**src/rtl/req_encoder_16to4_pkg.sv**
```systemverilog
// req_encoder_16to4_pkg: shared types, defaults and width helper for the request encoder
package req_encoder_16to4_pkg;
    localparam int N_DEF = 16;
    localparam int W_DEF = 4;
    typedef enum logic {IDLE, PRESENT} enc_state_t;
    function automatic int clog2_w(input int n);
        int w = 0;
        for (int v = n - 1; v > 0; v = v >> 1) w++;
        return w;
    endfunction
endpackage

```
**src/rtl/req_encoder_16to4_if.sv**
```systemverilog
// req_encoder_16to4_if: request/mask inputs and code handshake bundle of the encoder
interface req_encoder_16to4_if
    import req_encoder_16to4_pkg::*;
#(
    parameter int N = N_DEF,
    parameter int W = W_DEF
);
    logic [N-1:0] req_in;
    logic [N-1:0] mask_in;
    logic [W-1:0] code_out;
    logic         valid_out;
    logic         ready_in;
    logic [N-1:0] pending_out;
    logic         lost_out;
    modport master (output req_in, mask_in, ready_in, input code_out, valid_out, pending_out, lost_out);
    modport slave (input req_in, mask_in, ready_in, output code_out, valid_out, pending_out, lost_out);
endinterface

```
**src/rtl/req_encoder_16to4_prio_enc_comb.sv**
```systemverilog
// prio_enc_comb: combinational priority encoder returning the index of the winning set bit
module prio_enc_comb
    import req_encoder_16to4_pkg::*;
#(
    parameter int N = N_DEF,
    parameter int LSB_FIRST = 1,
    parameter int W = clog2_w(N)
) (
    input  logic [N-1:0] vec,
    output logic [W-1:0] idx,
    output logic         found
);
    // scan from lowest to highest priority so the last hit wins
    always_comb begin
        idx = '0;
        found = 1'b0;
        for (int i = 0; i < N; i++) begin
            if (vec[(LSB_FIRST != 0) ? N - 1 - i : i]) begin
                idx = W'((LSB_FIRST != 0) ? N - 1 - i : i);
                found = 1'b1;
            end
        end
    end
endmodule

```
**src/rtl/req_encoder_16to4.sv**
```systemverilog
// req_encoder_16to4: sticky request latch feeding a priority-encoded valid/ready code stream
module req_encoder_16to4
    import req_encoder_16to4_pkg::*;
#(
    parameter int N = N_DEF,
    parameter int LSB_FIRST = 1,
    parameter int W = clog2_w(N)
) (
    input logic clk,
    input logic rst,
    req_encoder_16to4_if.slave bus
);
    enc_state_t state, state_nxt;
    logic [N-1:0] pending, clr, eligible;
    logic [W-1:0] code, code_nxt, idx;
    logic valid, valid_nxt, lost, found, hs;
    assign hs = valid & bus.ready_in;
    assign clr = hs ? N'(1) << code : '0;
    assign eligible = pending & ~bus.mask_in & ~clr;
    prio_enc_comb #(.N(N), .LSB_FIRST(LSB_FIRST), .W(W)) u_prio (
        .vec(eligible),
        .idx(idx),
        .found(found)
    );
    // a presented code only changes when idle or on its own handshake
    always_comb begin
        state_nxt = state;
        code_nxt = code;
        valid_nxt = valid;
        if (state == IDLE || hs) begin
            state_nxt = found ? PRESENT : IDLE;
            valid_nxt = found;
            code_nxt = found ? idx : code;
        end
    end
    always_ff @(posedge clk) begin
        if (rst) begin
            state <= IDLE;
            pending <= '0;
            code <= '0;
            valid <= 1'b0;
            lost <= 1'b0;
        end else begin
            state <= state_nxt;
            pending <= (pending & ~clr) | bus.req_in;
            code <= code_nxt;
            valid <= valid_nxt;
            lost <= |(bus.req_in & pending & ~clr);
        end
    end
    assign bus.code_out = code;
    assign bus.valid_out = valid;
    assign bus.pending_out = pending;
    assign bus.lost_out = lost;
endmodule

```
**src/flat_wrapper.sv**
```systemverilog
// flat-port wrapper written by rule: the top's interface ports become plain ports
module req_encoder_16to4_flat import req_encoder_16to4_pkg::*;
#(
    parameter int N = N_DEF,
    parameter int LSB_FIRST = 1,
    parameter int W = clog2_w(N)
)
  (clk, rst, bus_req_in, bus_mask_in, bus_ready_in, bus_code_out, bus_valid_out, bus_pending_out, bus_lost_out);
  req_encoder_16to4_if #(.N(N), .W(W)) bus_i ();
  input logic clk;
  input logic rst;
  input wire logic [$bits(bus_i.req_in)-1:0] bus_req_in;
  input wire logic [$bits(bus_i.mask_in)-1:0] bus_mask_in;
  input wire logic [$bits(bus_i.ready_in)-1:0] bus_ready_in;
  output wire logic [$bits(bus_i.code_out)-1:0] bus_code_out;
  output wire logic [$bits(bus_i.valid_out)-1:0] bus_valid_out;
  output wire logic [$bits(bus_i.pending_out)-1:0] bus_pending_out;
  output wire logic [$bits(bus_i.lost_out)-1:0] bus_lost_out;
  assign bus_i.req_in = bus_req_in;
  assign bus_i.mask_in = bus_mask_in;
  assign bus_i.ready_in = bus_ready_in;
  assign bus_code_out = bus_i.code_out;
  assign bus_valid_out = bus_i.valid_out;
  assign bus_pending_out = bus_i.pending_out;
  assign bus_lost_out = bus_i.lost_out;
  req_encoder_16to4 #(.N(N), .LSB_FIRST(LSB_FIRST), .W(W)) u_core (.clk(clk), .rst(rst), .bus(bus_i));
endmodule
```
**config.mk**
```make
export PLATFORM = sky130hd
export DESIGN_NAME = req_encoder_16to4_flat
export DESIGN_NICKNAME = d
export VERILOG_FILES = /design/src/rtl/req_encoder_16to4_pkg.sv /design/src/rtl/req_encoder_16to4_if.sv /design/src/rtl/req_encoder_16to4_prio_enc_comb.sv /design/src/rtl/req_encoder_16to4.sv /design/src/flat_wrapper.sv
export SDC_FILE = /design/constraint.sdc
export NUM_CORES = 1
export LEC_CHECK = 0
export CAP_MARGIN = 20
export CORE_UTILIZATION = 39
export DETAILED_ROUTE_END_ITERATION = 16
export MAX_ROUTING_LAYER = met4
export PLACE_DENSITY = 0.75
export SLEW_MARGIN = 20
export SYNTH_ARGS = -nofsm -noshare
export SYNTH_HDL_FRONTEND = slang
export SYNTH_SLANG_ARGS = --single-unit
```
**constraint.sdc**
```tcl
create_clock -name clk -period 1.8 [get_ports clk]
set_input_delay 0.18 -clock clk [delete_from_list [all_inputs] [get_ports clk]]
set_output_delay 0.18 -clock clk [all_outputs]
set_load 0.01 [all_outputs]
```
==> results.ini, run 1 <==
[placement]
placed_cells = 325
place_ws_ns = -0.803
gp_congestion = 0.927
port_buffers = 56
dp_hpwl_um = 3940

[grt]
grt_use_met2 = 0.452
grt.overflow.total = 0
grt_pass1_wl_um = 8340
gr-usage-met3 = 0.0634
antenna_found_initial = 0
grt_pass1_vias = 1723
groute.layer.met1.usage = 0.339
top_usage_layer = met2
grt_max_degree = 14
grt_usage = 0.279

[route]
drc = 0
wire_per_inst_um = 15.4
drtPass1Iterations = 4
drt-total-wl_um = 5200
drt_iter0_drc = 97
num_vias = 1795
viasPerCell = 5.33
drtAntennaViolNets = 0

[power]
total_power_uw = 1730
p_leak_uw = 0.00109
ir_worst_vdd_v = 0.000568
p_per_area_nw_per_um2 = 642

[timing]
clock_skew_ns = 0.00157
finalHoldViolCount = 0
min_period_over_period = 1.10
tightest_slew_ns = 0.531
slew_violations = 0
setup_viol = 6
min_period_ns = 1.98
relSlewSlack = 0.643
fin_ws_ns = -0.177
tns_ns = -0.696
max_freq_mhz = 506
rsz0062_at_grt = true

[final_layout]
fill_cells = 253
area.growth.synth_to_final_pct = 82.7
multiInputGateArea_sq_um = 1070
diodes = 0
drive_above_1_share = 0.347
final_nets = 327
final_core_util = 0.776
seq_area_sq_um = 454
fin_cells = 337

[worst_setup_path]
path_cells = buf_6 -> nand4b_1 -> o21ai_2 -> buf_4 -> nor4b_4 -> nand4_4 -> a21bo_1 -> a21oi_2
critPathArrivalTime_ns = 2.18
setup.worst_path.class = flip-flop to flip-flop
cp_max_fo = 7
startpoint_type = flip-flop
required_ns = 2.01
rrSetupSlack_ns = -0.18
cpPeakStageDelay_ns = 0.39
end_kind = flip-flop
crit_slowest_cell = dfxtp_4

[clocking]
htreeDepth = 1
cts_tree = done
root_buffer = clkbuf_8
holdBufCountCts = 0
clkTransAtPathRegs_ns = 0.09
clock-sinks = 22
cts_made_buffers = 3
clock_latency_ns = 0.27
clockBufferDepth = 2

[status]
outcome = finished, violations left
violations = negative setup slack

[die]
die_area_sq_um = 4030
fp.dieH_um = 63.5
row_count = 21
ios = 57
initial_core_util = 0.425
core_sq_um = 3470
die_x_um = 63.5

[yosys]
seq_area_frac_synth = 0.299
synth_nets = 215
synthAdderAreaFrac = 0
synth_top_family_by_area = simple AND/OR/NAND/NOR gates
synthMuxAreaShare = 0
yosys_warnings = 0
yosys.area.top_type = dfxtp_1
yosysTopAreaCellShare = 0.299
synth_edf_count = 0
syn_inst = 180
synthSimpleGateAreaFrac = 0.358
ys.flop_type = dfxtp_1
synth-xor-area-share = 0
async_flop_share = 0
synth-compound-area-share = 0.307
netlist_area_sq_um = 1470
synth_cell_type_count = 49
ys_ff_latch = 22
synth.area.top_cells = dfxtp_1 (30%), a21oi_1 (7.1%), nand2b_1 (6.4%), nor2_1 (6.1%), o21ai_0 (4.8%)
avgSynthCellArea_sq_um = 8.18

[min_path]
hp-class = input pin to flip-flop

[flow_run]
drv_cap = 0

timing repair:
item | in CTS | in global routing
buffers inserted | 2 | 6
gates resized for setup | 17 | 22
setup endpoints to repair | 6 | 6
pin swaps | 8 | 13
cloned | 0 | 0
power by group:
group	internal, uW	switching, uW	leakage (uW)
registers	529	48.7	0.000187
logic	388	283	0.000870
clock network	298	180	0.0000357
per-layer routing:
| metal | up-vias | share of wire |
|---|---|---|
| met4 | 0 | 0.022 |
| met1 | 832 | 0.44 |
| met5 | - | 0 |
| met2 | 65 | 0.49 |
| li1 | 885 | - |
| met3 | 13 | 0.051 |
worst max-delay path, delay by kind of cell, from the launching register on:
| kind | cells | cell delay (ns) |
|---|---|---|
| buf+inv | 2 | 0.25 |
| flops | 1 | 0.39 |
| compound gates | 3 | 0.56 |
| simple gates | 3 | 0.71 |
cell usage after synthesis (all sizes together), types with 3 or more instances:
cell	count
nand2b	15
o21ai	16
nor2b	7
nor2	25
nor3	3
a21oi	26
a211oi	3
a21boi	10
buf	3
nor4	3
dfxtp	22
nand2	7
nand4	3
inv	8
layout by cell type, fill, tap and decap left out, types with 2 or more instances in the layout:
cell type,n
a211oi_1,2
a21boi_0,9
a21oi_1,15
a21oi_2,9
a21oi_4,2
buf_12,2
buf_4,51
buf_6,2
clkbuf_8,3
clkdlybuf4s50_1,55
dfxtp_1,17
dfxtp_2,2
dfxtp_4,3
inv_1,7
nand2_1,6
nand2b_1,15
nand4_1,2
nand4b_1,2
nor2_1,23
nor2_2,2
nor2b_1,7
nor3_1,3
nor4_4,2
nor4b_4,2
o21ai_0,8
o21ai_1,5
o21ai_2,3
state kept, by name, summed over array words and instances (netlist names):
name / count
u_core.bus.lost_out: 1
u_core.bus.pending_out: 16
u_core.state: 1
u_core.bus.code_out: 4
stage by stage:
stage                     hold slack, ns  area (sq um)
after floorplan                    0.297          1480
after global placement             0.527          2450
after detailed placement           0.539          2450
after CTS                          0.470          2560
after global routing               0.485          2690
final                              0.464          2690
kinds of logic (layout without fill, tap and decap cells):
group                  Yosys count  in the layout
and+or+nand+nor                 78             78
buffers and inverters           12            123
DFF                             22             22
AOI/OAI and AO/OA               68             68
worst paths after layout:
path | from | endpoint | cells past startpoint
worst max-delay path | u_core.bus.code_out[1]$_SDFFE_PP0P_ | u_core.bus.code_out[2]$_SDFFE_PP0P_ | 8
worst min-delay path | bus_req_in[7] | u_core.bus.pending_out[7]$_SDFF_PP0_ | 3
worst max register to register | u_core.bus.code_out[1]$_SDFFE_PP0P_ | u_core.bus.code_out[2]$_SDFFE_PP0P_ | 8
worst min register to register | u_core.bus.pending_out[1]$_SDFF_PP0_ | u_core.bus.pending_out[1]$_SDFF_PP0_ | 2
final cells by class:
class,count,area share
Clock buffer,3,0.0153
Sequential cell,22,0.169
Tap cell,46,0.0214
Timing Repair Buffer,111,0.373
Inverter,8,0.0121
Multi-Input combinational cell,146,0.398
Clock inverter,1,0.0112
Note: power is estimated with default switching activity, not from simulation.
==> run 2, diff against run 1 <==
--- a/config.mk
+++ b/config.mk
@@ -14,3 +14,4 @@
 export SYNTH_ARGS = -nofsm -noshare
 export SYNTH_HDL_FRONTEND = slang
 export SYNTH_SLANG_ARGS = --single-unit
+export TNS_END_PERCENT = 50
==> run 2 against run 1 <==
Effect of this change:
- the run still ends with negative setup slack left
- cell count shrank 3.0%
- sequential power rose by 0.7%
- clock skew about the same
- wire length increased by 1.4%
- count of clock-buffer cells in the layout is the same
- flip-flop and latch count did not move
- critical endpoint unchanged
- highest routed layer unchanged
==> results.ini, run 2 (synthesis results as in run 1) <==
[status]
outcome = finished, violations left
violations = negative setup slack

[die]
core_sq_um = 3470  ; unchanged
row_count = 21  ; unchanged
fp.dieH_um = 63.5  ; unchanged
initial_core_util = 0.425  ; unchanged
ios = 57  ; unchanged
die_area_sq_um = 4030  ; unchanged
die_x_um = 63.5  ; unchanged

[worst_setup_path]
r2r-end = u_core.bus.code_out[2]$_SDFFE_PP0P_
cp_max_fo = 7  ; unchanged
endpoint = u_core.bus.code_out[2]$_SDFFE_PP0P_
critPathArrivalTime_ns = 2.17  ; about the same
required_ns = 2.00  ; about the same
end_kind = flip-flop
ff2ff_path_depth = 8  ; unchanged
rrSetupSlack_ns = -0.16  ; about the same
r2r_start = u_core.state$_SDFFE_PP0P_
startpoint_type = flip-flop
setup.worst_path.class = flip-flop to flip-flop
cp-startpoint = u_core.state$_SDFFE_PP0P_

[flow_run]
drv_cap = 0  ; unchanged

[final_layout]
fin_cells = 327  ; -3.0%
final_common_cell = clkdlybuf4s50_1
largest_register_ffs = 16  ; unchanged
final_cell_mix = clkdlybuf4s50_1 (55), buf_4 (41), nor2_1 (23), dfxtp_1 (17), a21oi_1 (16)
seq_area_sq_um = 454  ; unchanged
final_core_util = 0.767  ; -0.00830
area.growth.synth_to_final_pct = 80.7
drive_above_1_share = 0.338  ; -0.00900
final_nets = 317  ; -3.1%
fill_cells = 261  ; +3.2%
multiInputGateArea_sq_um = 1120  ; +4.6%
diodes = 0  ; unchanged

[route]
drt_iter0_drc = 126  ; +30%
drtAntennaViolNets = 0  ; unchanged
num_vias = 1792  ; -0.17%
drtPass1Iterations = 4  ; unchanged
drt-total-wl_um = 5270  ; +1.4%
wire_per_inst_um = 16.1  ; +4.5%
viasPerCell = 5.48  ; +2.9%
drc = 0  ; unchanged

[placement]
placed_cells = 318  ; -2.2%
gp_congestion = 0.997  ; +7.5%
dp_hpwl_um = 3940  ; -0.11%
port_buffers = 56  ; unchanged

[timing]
slew_violations = 0  ; unchanged
min_period_ns = 1.96  ; -0.0130 ns
finalHoldViolCount = 0  ; unchanged
tightest_slew_ns = 0.459  ; -0.0724 ns
setup_viol = 5  ; -1
fin_ws_ns = -0.164  ; +0.0130 ns
clock_skew_ns = 0.00158  ; +0.0000179 ns
max_freq_mhz = 509  ; +0.66%
relSlewSlack = 0.692  ; +0.0487
min_period_over_period = 1.09  ; -0.00719
rsz0062_at_grt = true

[clocking]
holdBufCountCts = 0  ; unchanged
clock_latency_ns = 0.27  ; about the same
clockBufferDepth = 2  ; unchanged
root_buffer = clkbuf_8
cts_tree = done
htreeDepth = 1  ; unchanged
clock-sinks = 22  ; unchanged
clkTransAtPathRegs_ns = 0.08  ; about the same
cts_made_buffers = 3  ; unchanged

[power]
combPwrFrac = 0.374  ; -0.015
ir_worst_vdd_v = 0.000459  ; -19%
clock_power_share = 0.280  ; +0.003
p_leak_uw = 0.00106  ; -3.3%
power.internal_uw = 1180  ; -2.8%
p_per_area_nw_per_um2 = 633  ; -1.3%
p_sw_uw = 504  ; -1.3%
p_seq_frac = 0.345  ; +0.010
total_power_uw = 1680  ; -2.4%
swShare = 0.299  ; +0.00321

[grt]
grt_max_degree = 14  ; unchanged
antenna_found_initial = 0  ; unchanged
grt.overflow.total = 0  ; unchanged
grt_usage = 0.276  ; -0.00255
grt_pass1_vias = 1797  ; +4.3%
grt_pass1_wl_um = 8450  ; +1.3%

[min_path]
hp-class = input pin to flip-flop

-- run 2: changes by cell type in the layout (fill, tap and decap cells not counted), sizes merged --
cell,previous run,this run
buf,55,45
-- run 2: area by class of cell --
type                            count  share of cell area
Inverter                            8              0.0113
Multi-Input combinational cell    146               0.420
Clock inverter                      1              0.0113
Timing Repair Buffer              101               0.349
Clock buffer                        3              0.0155
Sequential cell                    22               0.171
Tap cell                           46              0.0216
-- run 2: metrics by stage --
| step | hold slack [ns] | setup TNS (ns) | cell area [sq um] | setup slack (ns) |
|---|---|---|---|---|
| floorplan | 0.297 | -0.00402 | 1480 | -0.00402 |
| global placement | 0.532 | -2.94 | 2380 | -0.798 |
| detailed placement | 0.549 | -2.94 | 2380 | -0.797 |
| CTS | 0.478 | -0.308 | 2590 | -0.0792 |
| global route | 0.473 | -0.936 | 2660 | -0.219 |
| finish | 0.475 | -0.569 | 2660 | -0.164 |
-- run 2: timing repair --
action,4_1_cts,5_1_grt
pin swaps,15,8
setup buffers,5,0
endpoints found under the setup margin,6,6
gates resized for setup,27,17
-- run 2: power groups by stage --
stage	logic (uW)	registers (uW)	clock network (uW)
after CTS	598	580	473
after detailed placement	552	589	0
final	630	582	473
after floorplan	236	593	0
after global routing	673	589	502
after global placement	545	588	0
-- run 2: critical path: stages, from the launching register on --
cell and delay (ns):
dfxtp_4 0.38, buf_4 0.11, and4b_2 0.33, buf_6 0.13
a21oi_4 0.06, nor4_4 0.34, nand4_4 0.19, a21bo_1 0.24
a21oi_2 0.12
-- run 2: worst min-delay path by stage --
stage | start | to | depth (start not counted)
3_3_place_gp | u_core.bus.pending_out[11]$_SDFF_PP0_ | u_core.bus.pending_out[11]$_SDFF_PP0_ | 2
4_1_cts | bus_req_in[7] | u_core.bus.pending_out[7]$_SDFF_PP0_ | 3
2_1_floorplan | bus_req_in[11] | u_core.bus.pending_out[11]$_SDFF_PP0_ | 2
6_report | bus_req_in[9] | u_core.bus.pending_out[9]$_SDFF_PP0_ | 3
5_1_grt | bus_req_in[9] | u_core.bus.pending_out[9]$_SDFF_PP0_ | 3
3_5_place_dp | u_core.bus.pending_out[11]$_SDFF_PP0_ | u_core.bus.pending_out[11]$_SDFF_PP0_ | 2
-- run 2: routing by layer --
| metal | GRT usage | routed length, um | up-vias |
|---|---|---|---|
| li1 | - | - | 859 |
| met1 | 0.334 | 2290 | 837 |
| met2 | 0.473 | 2550 | 80 |
| met3 | 0.0489 | 312 | 16 |
| met4 | 0.0597 | 123 | 0 |
| met5 | - | 0 | - |
